===== config.mk =====
export PLATFORM = sky130hd
export DESIGN_NAME = rvfpm_commit_sched
export DESIGN_NICKNAME = d
export VERILOG_FILES = /design/src/rtl/pa_rvfpm.sv /design/src/rtl/rvfpm_id_match.sv /design/src/rtl/rvfpm_commit_sched.sv
export SDC_FILE = /design/constraint.sdc
export NUM_CORES = 1
export LEC_CHECK = 0
export ABC_AREA = 1
export CAP_MARGIN = 20
export CORE_MARGIN = 1
export CORE_UTILIZATION = 45
export CTS_BUF_LIST = sky130_fd_sc_hd__clkbuf_2 sky130_fd_sc_hd__clkbuf_4 sky130_fd_sc_hd__clkbuf_8
export CTS_CLUSTER_SIZE = 28
export DETAILED_ROUTE_END_ITERATION = 8
export PLACE_DENSITY = 0.8
export SETUP_SLACK_MARGIN = 0.02
export SLEW_MARGIN = 15
export SYNTH_ARGS = -nofsm -noshare
export SYNTH_HDL_FRONTEND = slang
export SYNTH_SLANG_ARGS = --single-unit

===== constraint.sdc =====
create_clock -name ck -period 12.3 [get_ports ck]
set_clock_uncertainty 0.2 [all_clocks]
set_input_delay 2.46 -clock ck [delete_from_list [all_inputs] [get_ports ck]]
set_output_delay 2.46 -clock ck [all_outputs]
set_load 0.05 [all_outputs]

===== src/rtl/pa_rvfpm.sv =====
// Shared types and widths for the rvfpm issue/commit scheduler.
package pa_rvfpm;

  localparam int unsigned X_ID_WIDTH = 4;
  localparam int unsigned XLEN       = 32;

  typedef enum logic [1:0] {
    EMPTY,
    ISSUED,
    COMMITTED,
    KILLED
  } sched_state_e;

  typedef struct packed {
    sched_state_e            state;
    logic [X_ID_WIDTH-1:0]   id;
    logic [31:0]             instr;
    logic [3*XLEN-1:0]       rs;
  } sched_entry_t;

endpackage


===== src/rtl/rvfpm_id_match.sv =====
// Age-ordered ID compare: one-hot of the oldest ISSUED slot whose ID equals id_i,
// scanning forward from the head slot.
module rvfpm_id_match #(
  parameter int unsigned DEPTH      = 4,
  parameter int unsigned X_ID_WIDTH = 4
) (
  input  logic [DEPTH-1:0]            issued_i,
  input  logic [DEPTH*X_ID_WIDTH-1:0] ids_i,
  input  logic [$clog2(DEPTH)-1:0]    head_i,
  input  logic [X_ID_WIDTH-1:0]       id_i,
  output logic [DEPTH-1:0]            match_oh_o,
  output logic                        hit_o
);

  localparam int unsigned AW = $clog2(DEPTH);

  logic [DEPTH-1:0] eq;
  logic [AW-1:0]    slot;

  always_comb begin
    eq = '0;
    for (int unsigned i = 0; i < DEPTH; i++) begin
      eq[i] = issued_i[i] && (ids_i[i*X_ID_WIDTH +: X_ID_WIDTH] == id_i);
    end
  end

  // Slot index wraps naturally because DEPTH is a power of two.
  always_comb begin
    match_oh_o = '0;
    hit_o      = 1'b0;
    slot       = '0;
    for (int unsigned k = 0; k < DEPTH; k++) begin
      slot = head_i + AW'(k);
      if (!hit_o && eq[slot]) begin
        match_oh_o[slot] = 1'b1;
        hit_o            = 1'b1;
      end
    end
  end

endmodule


===== src/rtl/rvfpm_commit_sched.sv =====
// In-order issue/commit scheduler: buffers issued instructions until commit/kill,
// then releases committed ones to the FPU in issue order and drops killed ones.
module rvfpm_commit_sched
  import pa_rvfpm::*;
#(
  parameter int unsigned DEPTH      = 4,
  parameter int unsigned X_ID_WIDTH = pa_rvfpm::X_ID_WIDTH,
  parameter int unsigned XLEN       = pa_rvfpm::XLEN
) (
  input  logic                    ck,
  input  logic                    rst_n,
  input  logic                    issue_valid,
  output logic                    issue_ready,
  input  logic [X_ID_WIDTH-1:0]   issue_id,
  input  logic [31:0]             issue_instr,
  input  logic [3*XLEN-1:0]       issue_rs,
  input  logic                    commit_valid,
  input  logic [X_ID_WIDTH-1:0]   commit_id,
  input  logic                    commit_kill,
  output logic                    disp_valid,
  input  logic                    disp_ready,
  output logic [X_ID_WIDTH-1:0]   disp_id,
  output logic [31:0]             disp_instr,
  output logic [3*XLEN-1:0]       disp_rs,
  output logic                    commit_err,
  output logic [$clog2(DEPTH):0]  occupancy
);

  localparam int unsigned AW = $clog2(DEPTH);
  localparam int unsigned PW = AW + 1;

  sched_state_e          state_q [DEPTH];
  sched_state_e          state_d [DEPTH];
  logic [X_ID_WIDTH-1:0] id_q    [DEPTH];
  logic [31:0]           instr_q [DEPTH];
  logic [3*XLEN-1:0]     rs_q    [DEPTH];

  logic [PW-1:0] wr_ptr_q, wr_ptr_d;
  logic [PW-1:0] rd_ptr_q, rd_ptr_d;
  logic          commit_err_q, commit_err_d;

  logic [AW-1:0] wr_idx, rd_idx;
  logic          full, issue_fire, pop, commit_new;
  sched_state_e  head_state, resolved;

  logic [DEPTH-1:0]            issued_vec;
  logic [DEPTH*X_ID_WIDTH-1:0] ids_flat;
  logic [DEPTH-1:0]            match_oh;
  logic                        match_hit;

  assign wr_idx      = wr_ptr_q[AW-1:0];
  assign rd_idx      = rd_ptr_q[AW-1:0];
  assign full        = (wr_ptr_q[AW] != rd_ptr_q[AW]) && (wr_idx == rd_idx);
  assign issue_ready = rst_n & ~full;
  assign issue_fire  = issue_valid & issue_ready;
  assign occupancy   = wr_ptr_q - rd_ptr_q;

  assign head_state  = state_q[rd_idx];
  assign disp_valid  = (head_state == COMMITTED);
  assign disp_id     = id_q[rd_idx];
  assign disp_instr  = instr_q[rd_idx];
  assign disp_rs     = rs_q[rd_idx];
  assign pop         = (head_state == KILLED) | (disp_valid & disp_ready);
  assign commit_err  = commit_err_q;

  assign resolved    = commit_kill ? KILLED : COMMITTED;
  // The entry being issued this cycle is always the youngest, so it only
  // takes the commit when no buffered ISSUED entry carries the same ID.
  assign commit_new  = commit_valid & ~match_hit & issue_fire & (issue_id == commit_id);

  always_comb begin
    issued_vec = '0;
    ids_flat   = '0;
    for (int unsigned i = 0; i < DEPTH; i++) begin
      issued_vec[i]                            = (state_q[i] == ISSUED);
      ids_flat[i*X_ID_WIDTH +: X_ID_WIDTH]     = id_q[i];
    end
  end

  rvfpm_id_match #(
    .DEPTH      (DEPTH),
    .X_ID_WIDTH (X_ID_WIDTH)
  ) u_id_match (
    .issued_i   (issued_vec),
    .ids_i      (ids_flat),
    .head_i     (rd_idx),
    .id_i       (commit_id),
    .match_oh_o (match_oh),
    .hit_o      (match_hit)
  );

  always_comb begin
    for (int unsigned i = 0; i < DEPTH; i++) begin
      state_d[i] = state_q[i];
    end
    wr_ptr_d     = wr_ptr_q + PW'(issue_fire);
    rd_ptr_d     = rd_ptr_q + PW'(pop);
    commit_err_d = commit_valid & ~match_hit & ~commit_new;

    for (int unsigned i = 0; i < DEPTH; i++) begin
      if (pop && (rd_idx == AW'(i))) begin
        state_d[i] = EMPTY;
      end
      if (commit_valid && match_oh[i]) begin
        state_d[i] = resolved;
      end
      if (issue_fire && (wr_idx == AW'(i))) begin
        state_d[i] = commit_new ? resolved : ISSUED;
      end
    end
  end

  always_ff @(posedge ck or negedge rst_n) begin
    if (!rst_n) begin
      for (int unsigned i = 0; i < DEPTH; i++) begin
        state_q[i] <= EMPTY;
      end
      wr_ptr_q     <= '0;
      rd_ptr_q     <= '0;
      commit_err_q <= 1'b0;
    end else begin
      for (int unsigned i = 0; i < DEPTH; i++) begin
        state_q[i] <= state_d[i];
      end
      wr_ptr_q     <= wr_ptr_d;
      rd_ptr_q     <= rd_ptr_d;
      commit_err_q <= commit_err_d;
    end
  end

  // Payload is qualified by the entry state, so it needs no reset.
  always_ff @(posedge ck) begin
    for (int unsigned i = 0; i < DEPTH; i++) begin
      if (issue_fire && (wr_idx == AW'(i))) begin
        id_q[i]    <= issue_id;
        instr_q[i] <= issue_instr;
        rs_q[i]    <= issue_rs;
      end
    end
  end

endmodule


==> reports/summary.txt, run 1 <==
GRT Util Overall: 20.3%
Synthesized area per cell: 13.6 sq um
Final number of setup-violating endpoints: 0
Global-route wire length before repair: 73600 um
Post-layout min period: 7.08 ns
Post-place setup slack: 5.21 ns
CP Max Fanout: 170
Number of max-cap violations: 0
Die Footprint: 47700 sq um
Synth cell types: 29
Largest net degree at the start of global routing: 171
Via/cell ratio: 5.46
Yosys reg bits: 543
Io pins: 280
Setup Fix Bufs, Post-CTS: 0
P&R area growth vs syn: 24.0%
Seq/Total Area, Yosys: 77.1%
CP peak stage delay: 0.97 ns
Peak Freq: 0.141 GHz
CP required: 9.64 ns
WL final: 48800 um
DR pass1 iterations: 5
Vias in the first global route: 13802
Clock transition at the registers of the reported paths: 0.06 ns
Multi-input gate area: 4340 sq um
CTS sink count: 543
Pwr Total: 7.34 mW
Final period util: 57.6%
Most frequent cells in the layout: edfxtp_1 (528), clkdlybuf4s50_1 (279), nor2_1 (276), o21ai_0 (268), o22ai_1 (130)
Worst Path Buf+Inv: 3
Fillers: 3505
Layout cells sized above 1: 9.59%
Port-buffer cells: 279
Die height: 218 um
Slew Limit Headroom: 19.4%
Clk buf depth: 3
DPL Wire Length: 25800 um
Critical path startpoint category: flip-flop
Post-CTS sizing: 0
Global route total overflow: 0
VDD IR max: 389 uV
Crit-path cells: inv_8, buf_4, o21ai_0, o22ai_1, clkdlybuf4s50_1
Slew Limit Fails: 0
Yosys warning count: 0
Num CTS Buffers: 86
Endpoints failing hold: 0
Post-route setup slack: 5.22 ns
Initial core utilization: 46.0%
Die W: 218 um
Cell Area, Synth: 21100 sq um
PD cells: 281 nW/um^2
DR WL/cell: 19.5 um
Crit-path leading delay family: buffers and inverters
Hold Crit Class: flip-flop to flip-flop
Initial antenna violation count: 4
WP data arrival: 4.42 ns
Register Area: 16200 sq um
Clk Tree Root Cell: clkbuf_8
Status: finished clean
Class of the most critical setup path: flip-flop to primary output
Mapped Cells: 1548
Core region area: 45800 sq um
Vias: 13653
Commonest non-fill, non-tap cell in the layout: edfxtp_1
DRT iter0 DRCs: 912
Leak: 8.77 nW
Final GP Congestion: 0.835
Unrepaired setup endpoints after global routing: false
Crit. End Element: primary output
CTS H-tree lvls: 3
DRC violations left: 0
Hold Buf Count CTS: 0
Post-Syn Nets: 1704
Slowest CP cell: buf_4
Layout net count: 1991
Worst skew pair latency: 0.66 ns
Slew of the pin with the lowest slew margin: 1.21 ns
Floorplan row count: 78
CTS tree: yes
Routed Antenna Nets: 0
## where the power goes
part           internal, mW  total, mW  switching [mW]
clock                 0.833       1.50           0.663
combinational         0.984       3.44            2.46
sequential             2.29       2.40           0.111
## registers in the layout, summed over array words and instances, names as in the netlist
name	cells
state_q	8
id_q	16
instr_q	128
rd_ptr_q	3
rs_q	384
commit_err	1
wr_ptr_q	3
## worst reg2reg max path: stages (launching register included)
cell	delay (ns)
dfrtp_4	0.75
inv_4	0.67
buf_4	0.89
ha_1	0.41
nand3_1	0.08
nand2_1	0.05
inv_1	0.09
nand2_1	0.20
nor3_2	0.25
buf_12	0.47
inv_1	0.64
nand2_1	0.10
inv_1	0.05
nand3_1	0.08
nand2_1	0.05
## cells in the mapped netlist, drive strengths merged
cell,number,area share (%)
buf,15,0.32
ha,13,0.77
xnor2,4,0.17
nor3,4,0.095
edfxtp,528,75
clkinv,1,0.018
o22ai,130,3.9
nand2,104,2.1
clkbuf,75,1.3
fa,1,0.095
o21ai,270,6.4
nor2,285,5.3
nand4,5,0.15
dfrtp,15,1.8
nand3b,1,0.036
xor2,4,0.17
inv,41,0.73
a21oi,10,0.24
nand3,42,1.2
## area by class of cell
cell class | instances | area share [%]
diodes | 3 | 0.0287
clock buffers | 120 | 5.65
clock inverters | 30 | 0.819
inverters | 42 | 0.642
multi-input cells | 873 | 16.6
flip-flops and latches | 543 | 62.2
well taps | 600 | 2.87
repair buffers | 289 | 11.2
## metrics by stage
| stage | utilization (%) | setup TNS [ns] | cell area, sq um | hold slack [ns] | std cells |
|---|---|---|---|---|---|
| detailed placement | 53.3 | 0 | 24400 | 0.276 | 2347 |
| CTS | 57.0 | 0 | 26100 | 0.288 | 2497 |
| finish | 57.1 | 0 | 26100 | 0.285 | 2500 |
| floorplan | - | -318.61 | 21100 | 0.260 | 1548 |
| global placement | 53.3 | 0 | 24400 | 0.275 | 2347 |
| global route | 57.0 | 0 | 26100 | 0.305 | 2498 |
## path summary, 6_finish.rpt
path / start / to / slack, ns / depth (start not counted)
max: rd_ptr_q[0]$_DFF_PN0_ / disp_rs[41] / 5.22 / 5
min: wr_ptr_q[2]$_DFF_PN0_ / wr_ptr_q[2]$_DFF_PN0_ / 0.29 / 1
max reg2reg: rd_ptr_q[1]$_DFF_PN0_ / state_q[1]$_DFFE_PN0P_ / 7.20 / 14
min reg2reg: wr_ptr_q[2]$_DFF_PN0_ / wr_ptr_q[2]$_DFF_PN0_ / 0.29 / 1
max in group asynchronous: rst_n / rd_ptr_q[0]$_DFF_PN0_ / 9.37 / 1
min in group asynchronous: rst_n / state_q[2]$_DFFE_PN0P_ / 2.01 / 1
## kinds of logic (layout without fill, tap and decap cells)
group                    count (synthesis)  count (layout)  share of synthesized area [%]
adder cells (fa/ha/maj)                 14              14                          0.868
XOR/XNOR                                 8               8                          0.333
AO/OA/AOI/OAI                          410             410                           10.5
flip-flops                             543             543                           77.1
AND/OR/NAND/NOR                        441             441                           8.78
buffers and inverters                  132             481                           2.41
other                                    0               3                              0
## metal layers
metal	global-route usage, %	up-vias	part of all wire, %
met5	0	-	0.098
met4	9.60	6	2.8
met3	5.82	104	7.1
met2	35.0	454	51
met1	23.2	6780	39
li1	-	6309	-
Note: power is estimated with default switching activity, not from simulation.
==> run 2: changes to the inputs <==
--- a/config.mk
+++ b/config.mk
@@ -12,7 +12,7 @@
 export CTS_BUF_LIST = sky130_fd_sc_hd__clkbuf_2 sky130_fd_sc_hd__clkbuf_4 sky130_fd_sc_hd__clkbuf_8
 export CTS_CLUSTER_SIZE = 28
 export DETAILED_ROUTE_END_ITERATION = 8
-export PLACE_DENSITY = 0.8
+export PLACE_DENSITY = 0.77
 export SETUP_SLACK_MARGIN = 0.02
 export SLEW_MARGIN = 15
 export SYNTH_ARGS = -nofsm -noshare
==> constraint.sdc (replaced) <==
create_clock -name ck -period 6.6 [get_ports ck]
set_clock_uncertainty 0.2 [all_clocks]
set_input_delay 1.32 -clock ck [delete_from_list [all_inputs] [get_ports ck]]
set_output_delay 1.32 -clock ck [all_outputs]
set_load 0.05 [all_outputs]
==> run 2 against run 1 <==
  * Sequential share of layout area shrank 0.44 points
  * Clock power grew 93%
  * Final cell count grew 0.84%
  * Sequential cell count is the same
  * Non-clock buffer count grew 11
  * Combinational power grew 88%
  * Die area is the same
  * Worst setup slack lost 4.1 ns
  * First-iteration DRC count grew 13%
  * Critical endpoint is now disp_instr[22]
  * Largest power group unchanged
==> reports/summary.txt, run 2 (synthesis gave the netlist of run 1 again) <==
Slew of the pin with the lowest slew margin: 0.956 ns (-0.252 ns)
Layout net count: 2005 (+0.70%)
VDD IR max: 652 uV (+67%)
Port-buffer cells: 279 (unchanged)
Worst Path Buf+Inv: 3 (unchanged)
DRT iter0 DRCs: 1026 (+13%)
Max reg flops: 384 (unchanged)
GRT Util Overall: 20.4% (+0.10 points)
Slew Limit Headroom: 36.2% (+17 points)
Endpoints failing hold: 0 (unchanged)
DR pass1 iterations: 5 (unchanged)
Leak: 8.87 nW (+1.1%)
Number of max-cap violations: 0 (unchanged)
Slowest CP cell: clkdlybuf4s50_1
Largest regs: rs_q (384), instr_q (128), id_q (16)
CTS H-tree lvls: 3 (unchanged)
R2r startpoint: rd_ptr_q[1]$_DFF_PN0_
Status: finished clean
Vias in the first global route: 13592 (-1.5%)
DR WL/cell: 19.3 um (-1.0%)
Hold Buf Count CTS: 0 (unchanged)
CP Max Fanout: 162 (-4.7%)
P&R area growth vs syn: 24.9%
Num CTS Buffers: 89 (+3.5%)
DPL Wire Length: 27100 um (+5.3%)
Clk Tree Root Cell: clkbuf_8
Hold Path Cell Cnt: 1 (unchanged)
Routed Antenna Nets: 0 (unchanged)
Hold WS: 0.295 ns (+0.00981 ns)
Final number of setup-violating endpoints: 0 (unchanged)
Die Footprint: 47700 sq um (unchanged)
R2R Path End: rs_q[2][69]$_DFFE_PP_
Final period util: 83.0%
Fillers: 3494 (-0.31%)
Commonest non-fill, non-tap cell in the layout: edfxtp_1
Hold Crit Class: flip-flop to flip-flop
Vias: 13669 (+0.12%)
Most frequent cells in the layout: edfxtp_1 (528), clkdlybuf4s50_1 (279), nor2_1 (276), o21ai_0 (268), o22ai_1 (130)
Pwr Total: 13.8 mW (+88%)
Io pins: 280 (unchanged)
Final Util: 57.5% (+0.41 points)
Class of the most critical setup path: flip-flop to primary output
Worst reg-to-reg path cell count: 9 (-5)
Global-route wire length before repair: 74000 um (+0.47%)
Slew Limit Fails: 0 (unchanged)
Setup Fix Bufs, Post-CTS: 0 (unchanged)
Initial antenna violation count: 4 (unchanged)
Final setup TNS: 0 ns (unchanged)
CTS sink count: 543 (unchanged)
Critical path startpoint category: flip-flop
Clk buf depth: 3 (unchanged)
CTS tree: yes
WL final: 48700 um (-0.18%)
Die W: 218 um (unchanged)
CP required: 5.08 ns (-4.56 ns)
Min-delay src: wr_ptr_q[2]$_DFF_PN0_
Crit-path leading delay family: buffers and inverters
WP data arrival: 3.96 ns (-0.46 ns)
Crit-path cells: inv_8, buf_4, o21ai_0, o22ai_1, clkdlybuf4s50_1
Die height: 218 um (unchanged)
Global route total overflow: 0 (unchanged)
Post-layout min period: 5.48 ns
Peak Freq: 0.183 GHz
Floorplan row count: 78 (unchanged)
Initial core utilization: 46.0% (unchanged)
Worst skew pair latency: 0.66 ns (about the same)
CP peak stage delay: 0.96 ns (about the same)
Layout cells sized above 1: 10.6% (+1.0 points)
Final GP Congestion: 0.814 (-2.5%)
Critical Path Start: rd_ptr_q[0]$_DFF_PN0_
Crit. End Element: primary output
Reg2Reg Setup Slack: 2.86 ns (-4.34 ns)
Post-CTS sizing: 0 (unchanged)
DRC violations left: 0 (unchanged)
PD cells: 525 nW/um^2 (+87%)
Worst hold endpoint: wr_ptr_q[2]$_DFF_PN0_
Clock transition at the registers of the reported paths: 0.06 ns (about the same)
Unrepaired setup endpoints after global routing: false
Via/cell ratio: 5.42 (-0.72%)
Largest net degree at the start of global routing: 163 (-4.7%)
Core region area: 45800 sq um (unchanged)
Top reg by flops: rs_q
## run 2: cell count changes in the layout (fill, tap and decap cells not counted), moves of 2 or more
cell	previous run	this run
clkinv_1	18	20
clkinv_2	6	10
buf_4	6	17
nor3_2	3	0
clkinvlp_4	4	6
clkinv_4	0	2
nor3_4	1	4
clkbuf_8	92	90
## run 2: area by class of cell
cell class | count | area, sq um | share of cell area (%)
flip-flops and latches | 543 | 16200 | 61.7
multi-input cells | 873 | 4360 | 16.6
repair buffers | 300 | 3000 | 11.4
clock buffers | 119 | 1460 | 5.54
well taps | 600 | 751 | 2.85
clock inverters | 42 | 317 | 1.20
inverters | 42 | 171 | 0.652
diodes | 2 | 5.00 | 0.0190
## run 2: through the flow
step,setup WS [ns],instance area (sq um),cells
final,1.12,26300,2521
after global routing,0.869,26300,2521
after floorplan,0.102,21100,1548
after detailed placement,1.65,24500,2358
after global placement,1.64,24500,2358
after CTS,0.991,26300,2519
## run 2: how the worst max path moves through the flow
stage                             endpoint  slack, ns  cells past startpoint
finish                      disp_instr[22]       1.12                      5
global route                disp_instr[22]       0.87                      5
detailed placement             issue_ready       1.65                      4
global placement               issue_ready       1.64                      4
CTS                         disp_instr[22]       0.99                      5
floorplan           state_q[6]$_DFFE_PN0P_       0.10                     14
## run 2: routing by layer
metal	vias to the layer above	track usage [%]	part of all wire (%)
met2	481	34.4	50
li1	6353	-	-
met3	110	5.40	7.0
met4	2	8.00	2.9
met5	-	0	0.023
met1	6723	25.0	40
## run 2: power breakdown
part / internal [mW] / switching [mW]
sequential: 4.26 / 0.191
combinational: 1.86 / 4.59
clock: 1.60 / 1.30
